==> src/rtl/uart_rx.sv <==
// UART receiver: 16x oversampled, LSB-first, D_BIT data bits, SB_TICK-tick stop bit.
// Define UART_RX_PARITY_EN to add an even-parity bit between data and stop.
`timescale 1ns/1ps
module uart_rx #(
  parameter int D_BIT   = 8,
  parameter int SB_TICK = 16
) (
  input  logic             clk,
  input  logic             rst,
  input  logic             rx,
  input  logic             s_tick,
  output logic             rx_done_tick,
  output logic [D_BIT-1:0] dout,
  output logic             frame_err,
  output logic             parity_err
);

  localparam int N_W = (D_BIT > 1) ? $clog2(D_BIT) : 1;
  // Widened beyond 4 bits only when the stop bit needs more than 16 ticks.
  localparam int S_W = (SB_TICK > 16) ? $clog2(SB_TICK) : 4;

`ifdef UART_RX_PARITY_EN
  typedef enum logic [2:0] {IDLE, START, DATA, PARITY, STOP} state_t;
`else
  typedef enum logic [2:0] {IDLE, START, DATA, STOP} state_t;
`endif

  state_t           r_state, w_state_next;
  logic [S_W-1:0]   r_s, w_s_next;
  logic [N_W-1:0]   r_n, w_n_next;
  logic [D_BIT-1:0] r_shreg, w_shreg_next;
  logic [D_BIT-1:0] r_dout, w_dout_next;
  logic             r_ferr, w_ferr_next;
  logic             r_done, w_done_next;
`ifdef UART_RX_PARITY_EN
  logic             r_pbit, w_pbit_next;
  logic             r_perr, w_perr_next;
`endif

  always_ff @(posedge clk or posedge rst) begin
    if (rst) begin
      r_state <= IDLE;
      r_s     <= '0;
      r_n     <= '0;
      r_shreg <= '0;
      r_dout  <= '0;
      r_ferr  <= 1'b0;
      r_done  <= 1'b0;
`ifdef UART_RX_PARITY_EN
      r_pbit  <= 1'b0;
      r_perr  <= 1'b0;
`endif
    end else begin
      r_state <= w_state_next;
      r_s     <= w_s_next;
      r_n     <= w_n_next;
      r_shreg <= w_shreg_next;
      r_dout  <= w_dout_next;
      r_ferr  <= w_ferr_next;
      r_done  <= w_done_next;
`ifdef UART_RX_PARITY_EN
      r_pbit  <= w_pbit_next;
      r_perr  <= w_perr_next;
`endif
    end
  end

  always_comb begin
    w_state_next = r_state;
    w_s_next     = r_s;
    w_n_next     = r_n;
    w_shreg_next = r_shreg;
    w_dout_next  = r_dout;
    w_ferr_next  = r_ferr;
    w_done_next  = 1'b0;
`ifdef UART_RX_PARITY_EN
    w_pbit_next  = r_pbit;
    w_perr_next  = r_perr;
`endif
    case (r_state)
      IDLE: begin
        if (!rx) begin
          w_state_next = START;
          w_s_next     = '0;
        end
      end
      START: begin
        if (s_tick) begin
          if (r_s == S_W'(7)) begin
            w_s_next     = '0;
            w_n_next     = '0;
            w_state_next = rx ? IDLE : DATA;
          end else begin
            w_s_next = r_s + S_W'(1);
          end
        end
      end
      DATA: begin
        if (s_tick) begin
          if (r_s == S_W'(15)) begin
            w_s_next     = '0;
            w_shreg_next = {rx, r_shreg[D_BIT-1:1]};
            if (r_n == N_W'(D_BIT - 1)) begin
`ifdef UART_RX_PARITY_EN
              w_state_next = PARITY;
`else
              w_state_next = STOP;
`endif
            end else begin
              w_n_next = r_n + N_W'(1);
            end
          end else begin
            w_s_next = r_s + S_W'(1);
          end
        end
      end
`ifdef UART_RX_PARITY_EN
      PARITY: begin
        if (s_tick) begin
          if (r_s == S_W'(15)) begin
            w_s_next     = '0;
            w_pbit_next  = rx;
            w_state_next = STOP;
          end else begin
            w_s_next = r_s + S_W'(1);
          end
        end
      end
`endif
      STOP: begin
        if (s_tick) begin
          if (r_s == S_W'(SB_TICK - 1)) begin
            w_s_next     = '0;
            w_state_next = IDLE;
            w_dout_next  = r_shreg;
            w_ferr_next  = ~rx;
            w_done_next  = 1'b1;
`ifdef UART_RX_PARITY_EN
            w_perr_next  = (^r_shreg) ^ r_pbit;
`endif
          end else begin
            w_s_next = r_s + S_W'(1);
          end
        end
      end
      default: w_state_next = IDLE;
    endcase
  end

  always_comb begin
    rx_done_tick = r_done;
    dout         = r_dout;
    frame_err    = r_ferr;
`ifdef UART_RX_PARITY_EN
    parity_err   = r_perr;
`else
    parity_err   = 1'b0;
`endif
  end

endmodule

==> config.mk <==
export PLATFORM = sky130hd
export DESIGN_NAME = uart_rx
export DESIGN_NICKNAME = d
export VERILOG_FILES = /design/src/rtl/uart_rx.sv
export SDC_FILE = /design/constraint.sdc
export NUM_CORES = 1
export LEC_CHECK = 0
export BUFFER_PORTS_ARGS = -buffer_cell sky130_fd_sc_hd__buf_2
export CAP_MARGIN = 20
export CORE_UTILIZATION = 56
export CTS_BUF_LIST = sky130_fd_sc_hd__clkbuf_8 sky130_fd_sc_hd__clkbuf_16
export DETAILED_ROUTE_END_ITERATION = 10
export PLACE_DENSITY = 0.82
export SYNTH_ARGS = -nofsm -noshare
export SYNTH_HDL_FRONTEND = slang
export SYNTH_SLANG_ARGS = --single-unit
==> constraint.sdc <==
create_clock -name clk -period 2.2 [get_ports clk]
set_input_delay 0.22 -clock clk [delete_from_list [all_inputs] [get_ports clk]]
set_output_delay 0.22 -clock clk [all_outputs]
set_load 0.01 [all_outputs]
-- Word-level counts from Yosys, hierarchy flattened
Index checks and enable logic that the tools add are counted.
- add/subtract/negate cells: 2
- eq/ne operators: 16
- mux-type cells: 25
- bitwise logic cells: 1
- reduce and logical (&&, ||, !) cells: 9
- operators by type and width (cell ; count):
    2-to-1 mux 3 bit ; 13
    2-to-1 mux 4 bit ; 5
    != test 2 bit (second input constant) ; 9
    case mux 3 bit (4 select lines) ; 1
    case mux 4 bit (3 select lines) ; 1
    AND reduction 8 bit ; 1
    equality test 3 x 2 -> 1 bit (second input constant) ; 2
    case mux 3 bit (2 select lines) ; 1
    AND reduction 3 bit ; 2
    AND reduction 6 bit ; 1
    adder 4 x 1 -> 4 bit (second input constant) ; 1
    equality test 4 x 3 -> 1 bit (second input constant) ; 1
    equality test 4 bit (second input constant) ; 1
    AND reduction 4 bit ; 1
    adder 3 x 1 -> 3 bit (second input constant) ; 1
    equality test 3 x 1 -> 1 bit (second input constant) ; 1
    equality test 3 bit (second input constant) ; 1
    logical NOT 3 bit ; 1
    2-to-1 mux 1 bit ; 3
    nonzero test 3 bit ; 1
    2-to-1 mux 2 bit ; 1
    != test 2 x 1 -> 1 bit (second input constant) ; 1
    nonzero test 2 bit ; 1
    OR reduction 2 bit ; 1
    inverter 1 bit ; 1
- flip-flop bits (word level): 28
- input port bits: 4
- output and inout port bits: 11

-- Logic depth before layout (Yosys ltp)
- depth in word-level cells: 5
- gate-level depth with buffers: 5
- depth with buffers taken out: 5

-- Least setup slack after synthesis
Ideal clock, no wire load.
- path kind: reg-to-reg
- start point: register r_s[0]
- end point: register r_shreg[7]
- library setup time: 0.125 ns
- data arrival time: 1.478 ns
- data required time: 2.075 ns
- slack: 0.598 ns
- cell stages (with the launch flop): 5
- path buffers: 0
- period minus slack after synthesis: 1.602 ns
- cell sequence: dfrtp_1 ha_1 nand4_4 nor3b_4 mux2_2
- longest elaborated chain between the ends: 2
- RTL lines (item ; RTL line ; source):
    start: declaration ; 29 ; logic [S_W-1:0] r_s, w_s_next;
    start signal: assignment ; 55 ; r_s <= w_s_next;
    equality test 4 bit ; 100 ; if (r_s == S_W'(15)) begin
    AND reduction 3 bit (no source line) ; n/a ;
    end signal: assignment ; 57 ; r_shreg <= w_shreg_next;
    end: declaration ; 31 ; logic [D_BIT-1:0] r_shreg, w_shreg_next;
Every way passes these cells.
A chain may end at the register's enable or synchronous reset.

-- Final worst setup path
- start point: register r_s[0]
- end point: register r_shreg[1]
The elaborated chain is that of the path after synthesis.

==> results.tsv <==
metric	value	unit
status	finished clean	
most frequent cell after synthesis	dfrtp_1	
DRC	0	
commonest cells in the netlist	27 x dfrtp_1, 21 x mux2_2, 5 x nor3_1	
nature of the critical path startpoint	flip-flop	
max-slew violations	0	
total negative slack	0	ns
first-pass GRT wire length	3660	um
Die Span Y	49.6	um
GRT overflow	0	
post-synthesis register bit count	27	
CTS sink cnt	27	
sequential fraction of the synthesis area	53.3	%
Hold-fix buffers, CTS	1	
post-route cell area	0.00140	mm^2
die outline width	49.6	um
Final period util	83.6	%
Worst VDD drop	682	uV
TritonCTS clock tree	yes	
dpl ws	0.400	ns
Worst setup EP type	flip-flop	
synth warn	0	
RePlAce Congestion	0.900	
final-stage net count	120	
largest area contributor in the netlist	dfrtp_1	
synth top area cells	dfrtp_1 53%, mux2_2 19%, ha_1 3.0%	
root buffer cell	clkbuf_8	
Post-CTS Setup Inserts	0	
RSZ-0062 raised after global routing	no	
Initial Util	62.1	%
placed cell area	0.00134	mm^2
CP required	2.36	ns
Crit path max-delay family	simple AND/OR/NAND/NOR gates	
Critical-path top delay cell	nor3b_4	
hpwl dp	1490	um
Clock Skews	0.00316	ns
reg2reg setup slack	0.36	ns
beginning of the critical path	r_s[0]	
Synth async-reset ratio	100	%
Clk pin slew, worst setup/hold paths	0.09	ns
drt via density	5.82	
Detail Route Antenna Nets	0	
Num CTS Buffers	3	
Hold Vio Cnt, Final	0	
Iter 0 DRT Violations	16	
Cell Count, Final, Fillers Out	139	
routed len/inst	14.9	um
Arr. time, crit path	2.00	ns
layout overhead on the synthesized area	10.6	%
clock buffer depth	2	
crit path cell chain	ha_1 -> nand4_4 -> nor3b_4 -> mux2_2	
CORE AREA	0.00204	mm^2
post-route setup slack	0.362	ns
P per Cell Area	836	mW/mm^2
Syn Std Cell Area	0.00127	mm^2
max-cap violation count	0	
DRT Wirelength	2070	um
crit path to	r_shreg[1]	
Reg2Reg Depth	4	
Antenna diodes	0	
GRT Total Usage	19.7	%
Worst R2R End	r_shreg[1]	
Net Count, Synth	105	
Critical R2R Launch	r_s[0]	
share of cells above drive strength 1	39.3	%
vias in the first global route	832	
Mapped Avg Cell Area	12.9	um^2
hold crit path type	in -> reg	
post-synth cell types	30	
overall power	0.00117	W
initial antenna violation count	0	
drt first pass iters	4	
Top FF cell, synth	dfrtp_1	
EDFF count, synth	0	
DR vias	809	
worst skew pair latency	0.27	ns
# setup viols final	0	
pin count of the biggest net entering global routing	28	
Fmax	0.544	GHz
critical path peak fanout	8	
Row Count	16	
IO Count	15	
Worst Path Class, Setup	reg -> reg	
crit path buf inv count	0	
critical path's largest stage delay	0.46	ns
Placed Instances	134	
leakage power	0.694	nW
IO Port Bufs	13	
post-cts sizing count	0	
crit path time final	1.84	ns
die area	0.00246	mm^2
htree depth	1	
WP depth	4	
Syn Inst Count	98	
Yosys top cell area share	53.3	%
-- where the power goes --
part | total (W) | leakage [nW] | switching, W | internal (W)
clock network | 0.000281 | 0.0217 | 0.000153 | 0.000128
registers | 0.000649 | 0.361 | 0.000103 | 0.000547
logic | 0.000242 | 0.312 | 0.000125 | 0.000117
-- worst register-to-register path, cell delays in order, from the launching register on --
cell,delay [ns]
dfrtp_1,0.41
ha_1,0.30
nand4_4,0.16
nor3b_4,0.46
mux2_2,0.40
-- cell families (layout without fill, tap and decap cells) --
| kind of cell | Yosys count | after routing | synth area share, % |
|---|---|---|---|
| xor+xnor | 1 | 1 | 0.691 |
| compound gates | 11 | 11 | 7.01 |
| mux | 21 | 21 | 18.7 |
| fa+ha+maj | 3 | 3 | 2.96 |
| flops | 27 | 27 | 53.3 |
| other cells | 1 | 1 | 0.296 |
| simple gates | 26 | 26 | 13.7 |
| buf+inv | 8 | 22 | 3.36 |
-- registers in the layout, indices dropped and copies added, names as in the netlist --
name,cells
dout,8
r_shreg,8
r_s,4
r_n,3
r_state,2
frame_err,1
rx_done_tick,1
-- per-layer routing --
layer / GRT usage, % / share of wire (%) / vias up / wire (um)
li1: - / - / 384 / -
met1: 25.2 / 45 / 409 / 935
met2: 33.6 / 51 / 16 / 1060
met3: 4.63 / 3.4 / 0 / 71
met4: 4.76 / 0 / 0 / 0
met5: 0 / 0 / - / 0
-- per-stage QoR --
step	hold slack, ns	utilization [%]
2_1_floorplan	0.273	-
3_3_place_gp	0.285	65.7
3_5_place_dp	0.296	65.7
4_1_cts	0.233	68.6
5_1_grt	0.244	68.6
6_report	0.236	68.6
-- worst min-delay path by stage --
| stage | startpoint | end | slack [ns] | cells after the start |
|---|---|---|---|---|
| finish | rx | frame_err | 0.24 | 2 |
| global route | rx | frame_err | 0.24 | 2 |
| CTS | rx | frame_err | 0.23 | 2 |
| detailed placement | rst | frame_err | 0.30 | 3 |
| global placement | rst | rx_done_tick | 0.28 | 3 |
| floorplan | rst | dout[0] | 0.27 | 1 |
-- final cells by class --
class,instances,area [um^2]
sequential,27,676
fill,170,641
multi-input combinational,63,549
timing repair buffer,15,82.6
clock buffer,3,41.3
tap,27,33.8
inverter,3,11.3
clock inverter,1,7.51
-- cells in the final DEF, fill, tap and decap left out, types with 3 or more instances in the layout --
| cell type | synthesis | final |
|---|---|---|
| mux2_2 | 21 | 21 |
| inv_1 | 3 | 3 |
| ha_1 | 3 | 3 |
| buf_2 | 1 | 13 |
| nor3_1 | 5 | 5 |
| dfrtp_1 | 27 | 27 |
| clkbuf_8 | 0 | 3 |
| nor2_1 | 4 | 4 |
| nor3b_1 | 3 | 3 |
| nand2_1 | 4 | 4 |
Note: power is estimated with default switching activity, not from simulation.
